### src/rtl/taillight_pkg.sv
// Shared types and defaults for the tail-light sequencer.
package taillight_pkg;

  localparam int LAMPS_DEF = 3;
  localparam int DIV_DEF   = 4;

  typedef enum logic [2:0] {
    IDLE,
    LEFT,
    RIGHT,
    BRAKE,
    HAZARD
  } mode_e;

  // Sequencer state; phase is wide enough for up to 8 lamps per side.
  typedef struct packed {
    mode_e      mode;
    logic [3:0] phase;
  } seq_state_t;

  // Hazard outranks a single turn side, which outranks brake.
  function automatic mode_e select_mode(input logic hz, input logic lt,
                                        input logic rt, input logic brk);
    mode_e m;
    m = IDLE;
    if (hz)       m = HAZARD;
    else if (lt)  m = LEFT;
    else if (rt)  m = RIGHT;
    else if (brk) m = BRAKE;
    return m;
  endfunction

endpackage

### src/rtl/tick_gen.sv
// Free-running prescaler: step is high for one clock out of every DIV.
module tick_gen
  import taillight_pkg::*;
#(
  parameter int DIV = DIV_DEF
) (
  input  logic clk,
  input  logic Reset,
  output logic step
);

  localparam int            CW   = (DIV > 1) ? $clog2(DIV) : 1;
  localparam logic [CW-1:0] LAST = CW'(DIV - 1);

  logic [CW-1:0] cnt_q, cnt_d;

  always_comb begin
    cnt_d = (cnt_q == LAST) ? '0 : cnt_q + CW'(1);
  end

  always_ff @(posedge clk) begin
    if (Reset) cnt_q <= '0;
    else       cnt_q <= cnt_d;
  end

  assign step = (cnt_q == LAST);

endmodule

### src/rtl/taillight_seq.sv
// Tail-light sequencer: turn, hazard and brake patterns advanced once per step.
// Optional build macro TAILLIGHT_BRAKE_EN enables the brake input.
module taillight_seq
  import taillight_pkg::*;
#(
  parameter int LAMPS = LAMPS_DEF,
  parameter int DIV   = DIV_DEF
) (
  input  logic             clk,
  input  logic             Reset,
  input  logic             left,
  input  logic             right,
  input  logic             hazard,
  input  logic             brake,
  output logic [LAMPS-1:0] L,
  output logic [LAMPS-1:0] R,
  output logic             step
);

  localparam logic [3:0] LAST_PH = 4'(LAMPS);

  logic brk;
`ifdef TAILLIGHT_BRAKE_EN
  assign brk = brake;
`else
  logic brake_unused;
  assign brake_unused = brake;
  assign brk          = 1'b0;
`endif

  tick_gen #(.DIV(DIV)) u_tick (
    .clk  (clk),
    .Reset(Reset),
    .step (step)
  );

  seq_state_t       state_q, state_d;
  mode_e            sel_mode;
  logic             restart;
  logic [LAMPS-1:0] L_q, L_d, R_q, R_d, thermo;

  always_ff @(posedge clk) begin
    if (Reset) begin
      state_q <= '{mode: IDLE, phase: '0};
      L_q     <= '0;
      R_q     <= '0;
    end else if (step) begin
      state_q <= state_d;
      L_q     <= L_d;
      R_q     <= R_d;
    end
  end

  // Brake is not part of the mode while turning, so toggling it never restarts the sweep.
  always_comb begin
    sel_mode      = select_mode(hazard | (left & right), left, right, brk);
    restart       = (sel_mode != state_q.mode);
    state_d.mode  = sel_mode;
    state_d.phase = '0;
    case (sel_mode)
      LEFT, RIGHT: begin
        if (restart)                        state_d.phase = 4'd1;
        else if (state_q.phase == LAST_PH)  state_d.phase = '0;
        else                                state_d.phase = state_q.phase + 4'd1;
      end
      HAZARD:  state_d.phase = (restart || state_q.phase == 4'd0) ? 4'd1 : 4'd0;
      default: state_d.phase = '0;
    endcase
  end

  always_comb begin
    thermo = '0;
    for (int i = 0; i < LAMPS; i++) thermo[i] = (i < int'(state_d.phase));
    L_d = '0;
    R_d = '0;
    case (state_d.mode)
      LEFT: begin
        L_d = thermo;
        R_d = brk ? '1 : '0;
      end
      RIGHT: begin
        R_d = thermo;
        L_d = brk ? '1 : '0;
      end
      BRAKE: begin
        L_d = '1;
        R_d = '1;
      end
      HAZARD: begin
        L_d = state_d.phase[0] ? '1 : '0;
        R_d = state_d.phase[0] ? '1 : '0;
      end
      default: begin
        L_d = '0;
        R_d = '0;
      end
    endcase
  end

  assign L = L_q;
  assign R = R_q;

endmodule

### config.mk
export PLATFORM = sky130hd
export DESIGN_NAME = taillight_seq
export DESIGN_NICKNAME = d
export VERILOG_FILES = /design/src/rtl/taillight_pkg.sv /design/src/rtl/tick_gen.sv /design/src/rtl/taillight_seq.sv
export SDC_FILE = /design/constraint.sdc
export NUM_CORES = 1
export LEC_CHECK = 0
export CELL_PAD_IN_SITES_DETAIL_PLACEMENT = 1
export CELL_PAD_IN_SITES_GLOBAL_PLACEMENT = 2
export CORE_UTILIZATION = 33
export CTS_CLUSTER_SIZE = 16
export DETAILED_ROUTE_END_ITERATION = 8
export GPL_ROUTABILITY_DRIVEN = 1
export PLACE_DENSITY_LB_ADDON = 0.1
export REMOVE_ABC_BUFFERS = 1
export SYNTH_ARGS = -nofsm -noshare
export SYNTH_HDL_FRONTEND = slang
export SYNTH_SLANG_ARGS = --single-unit
### constraint.sdc
create_clock -name clk -period 3.9 [get_ports clk]
set_clock_uncertainty 0.15 [all_clocks]
set_input_delay 0.585 -clock clk [delete_from_list [all_inputs] [get_ports clk]]
set_output_delay 0.585 -clock clk [all_outputs]
set_load 0.01 [all_outputs]
==> results.md <==
- The number of DRC violations after detailed-routing iteration 0 is 5.
- Global routing used 15.9% of the available tracks.
- Registers take 300 sq um.
- CTS built an H-tree with a depth of 1.
- The floorplan step defined a die boundary enclosing 2690 sq um.
- The type of destination of the critical path is a flip-flop.
- The post-synthesis sequential element count is 15.
- IR analysis of the VDD net gives a maximum drop of 187 uV.
- After layout, the design draws a total of 0.312 mW.
- The placeable core region is 2280 sq um.
- The initial antenna violation count came to 0.
- Setup repair after global routing left no endpoint under its margin.
- During I/O placement, the number of pins put on the boundary was 13.
- The share of synthesized area occupied by flip-flops and latches is 36.6%.
- Of all nets on the critical path, the largest fanout is 5.
- The count of final max-slew check failures was 0.
- After synthesis, the largest area contributor takes up 36.6% of total cell area.
- The dominant register cell in the synthesized netlist is dfxtp_1.
- The cell row count is 17.
- The clock latency reported for the late side of the worst-skew pair is 280 ps.
- For this run the aggregate overflow at the end of global routing stands at 0.
- The setup slack after placement is 782 ps.
- Input and output buffers added on the ports amount to 11.
- The critical path goes through clkdlybuf4s50_1 > or3b_4 > or4b_4 > o311ai_2 > a22oi_1 > nor4_4 > nor4_2.
- The total of warnings raised by yosys is 0.
- Once detailed placement completed, the half-perimeter wirelength came to 1.30 mm.
- Summing all multi-input logic gate instances after layout gives 478 sq um.
- For the pin with the worst max-slew slack, the measured transition is 650 ps.
- The number of clock sinks seen by CTS is 15.
- The normalized max-slew margin is 56.7%.
- The worst setup path is launched from an input pin.
- The hold path depth is 1.
- The final-report setup violation count is 0.
- The residual DRC count is 0.
- The number of antenna diodes in the final layout is 0.
- In the finished design, the share of the clock period the worst path needs comes to 72.0%.
- Gates resized during post-CTS repair numbered 0.
- The final design instance area without fill is 973 sq um.
- For this design, the slowest cell found on the critical path is or4b_4.
- Data arrives at the worst endpoint at 2810 ps.
- CTS placed an instance of clkbuf_4 at the clock tree root.
- The number of nets in the final layout is 118.
- The first-pass iteration count of the detailed router is 4.
- Of all flip-flops after synthesis, the portion carrying an async set or reset was 0%.
- The final worst slack is 1090 ps.
- The die is 51.8 um wide.
- The netlist area before placement is 820 sq um.
- The total wire length after detailed routing is 1.79 mm.
- The highest clock frequency the design can meet is 356 MHz.
- The static power due to leakage is 0.366 nW.
- The maximum single-stage delay on the critical path is 560 ps.
- The post-route antenna net violation count is 0.
- The clock tree from TritonCTS is yes.
- The quantity of hold-fixing buffers added after cts is 0.
- The share of layout cells above drive strength 1 is 14.8%.
- The flow ran to the end, and the final reports show no timing, DRC or antenna violations.
- Yosys attributes the largest share of cell area to dfxtp_1 37%, nor2_1 6.4%, ha_1 4.6%.
- The last weighted congestion value of the routability-driven placer is 0.744.
- The kind of critical path is in -> reg.
- The routed via count divided by cell count is 5.21.
- The die extent in y is 51.8 um.
- The number of global-route vias before repair is 681.
- The placed instance area is 946 sq um.
- The number of inserted filler cells in the final layout is 283.
- The detailed router placed 709 vias in this run.
- The mean routed wirelength per cell is 13.2 um.
- The setup fix buffers added after clock tree synthesis is 0.
- The max-cap check violation count is 0.
- Entering global routing, the biggest net connects 20 pins.
- The count of flip-flops with a built-in enable after synthesis is 0.
- At the worst endpoint, the required time is 3910 ps.
- In this run the power density over the cells is 321 nW/um^2.
- The layout-stage area growth over the synthesis result is 18.8%.
- Counting along the longest clock path gives a buffer depth of 2.
- The routed design could run at a clock period as short as 2810 ps.
- The global-route wire length before repair is 3.13 mm.
- The number of cells on the worst reg-to-reg path is 4.
- The type of the tightest min-delay check is reg -> reg.
- A synthesized cell averages 8.54 sq um.
- The count of endpoints failing hold in the final timing report is 0.
- The starting density of the core is 36.0%.
- dfxtp_1 takes more of the synthesized area than any other cell.
- The synthesized instance count is 96.
- Clock-pin slew was measured on the worst setup and hold paths at 100 ps.
- Setup total negative slack on the finished layout was measured at 0 ps.
- Yosys mapped the design onto 32 distinct sky130hd cell types.
- The TritonCTS buffer count is 3.
metal layers:
| layer | up-vias | GRT usage [%] | part of all wire [%] |
|---|---|---|---|
| met2 | 7 | 25.2 | 44 |
| li1 | 368 | - | - |
| met1 | 332 | 21.1 | 53 |
| met3 | 2 | 2.63 | 2.4 |
| met5 | - | 0 | 0 |
| met4 | 0 | 6.76 | 0.78 |
final timing paths:
check / from / endpoint / slack (ps)
worst max-delay path: right / R[2]$_SDFFE_PP0P_ / 1090
worst min-delay path: u_tick.cnt_q[0]$_SDFF_PP0_ / u_tick.cnt_q[0]$_SDFF_PP0_ / 280
worst max register to register: u_tick.cnt_q[0]$_SDFF_PP0_ / R[2]$_SDFFE_PP0P_ / 1680
worst min register to register: u_tick.cnt_q[0]$_SDFF_PP0_ / u_tick.cnt_q[0]$_SDFF_PP0_ / 280
area by class of cell:
class / count / share of cell area (%)
multi-input cells: 72 / 49.1
flip-flops and latches: 15 / 30.8
repair buffers: 11 / 11.3
well taps: 28 / 3.60
clock buffers: 3 / 2.31
inverters: 6 / 2.31
clock inverters: 1 / 0.514
worst max-delay path: cells and delay by family:
family                 cells  cell delay, ps
and+or+nand+nor            4            1370
AOI/OAI and AO/OA          2             320
buffers and inverters      1             530
synth_stat cells, drive strengths merged, types with 3 or more instances:
| cell | number |
|---|---|
| nand2 | 10 |
| a31oi | 3 |
| nand3 | 4 |
| nor2 | 14 |
| and3 | 3 |
| nor4 | 3 |
| ha | 3 |
| a21oi | 8 |
| dfxtp | 15 |
| or3 | 3 |
| nor3 | 3 |
| a21o | 4 |
| inv | 5 |
where the power goes:
| group | switching (mW) | internal (mW) | total [mW] | leakage [nW] |
|---|---|---|---|---|
| Combinational | 0.0292 | 0.0262 | 0.0555 | 0.226 |
| Clock | 0.0520 | 0.0380 | 0.0900 | 0.0177 |
| Sequential | 0.00506 | 0.162 | 0.167 | 0.122 |
| Total | 0.0863 | 0.226 | 0.312 | 0.366 |
per-stage QoR:
step                      std cells  hold WS (ps)  utilization, %
final                           136           280            42.8
after global routing            136           303            42.8
after CTS                       136           288            42.8
after detailed placement        132           274            41.6
after global placement          132           264            41.6
after floorplan                  93           250               -
cell families (layout without fill, tap and decap cells):
group / count (synthesis) / count (layout) / synth area share, %
flip-flops: 15 / 15 / 36.6
AND/OR/NAND/NOR: 46 / 46 / 34.2
adder cells (fa/ha/maj): 3 / 3 / 4.58
AO/OA/AOI/OAI: 22 / 22 / 18.2
buffers and inverters: 9 / 21 / 5.04
multiplexers: 1 / 1 / 1.37
flip-flops by register name, indices dropped and copies added, names as in the netlist:
| name | flops |
|---|---|
| R | 3 |
| state_q | 7 |
| L | 3 |
| u_tick.cnt_q | 2 |
placed cells by master (no fill, tap or decap), drive strengths merged:
cell / n
a211oi: 2
a21o: 4
a21oi: 8
a22oi: 1
a31oi: 3
and3: 3
clkbuf: 3
clkdlybuf4s50: 11
clkinv: 2
dfxtp: 15
ha: 3
inv: 5
mux2: 1
nand2: 10
nand3: 4
nor2: 14
nor3: 3
nor3b: 1
nor4: 3
o21ai: 2
o311ai: 1
o31ai: 1
or2: 1
or3: 3
or3b: 2
or4b: 2
Power figures use the tool's default switching activity.
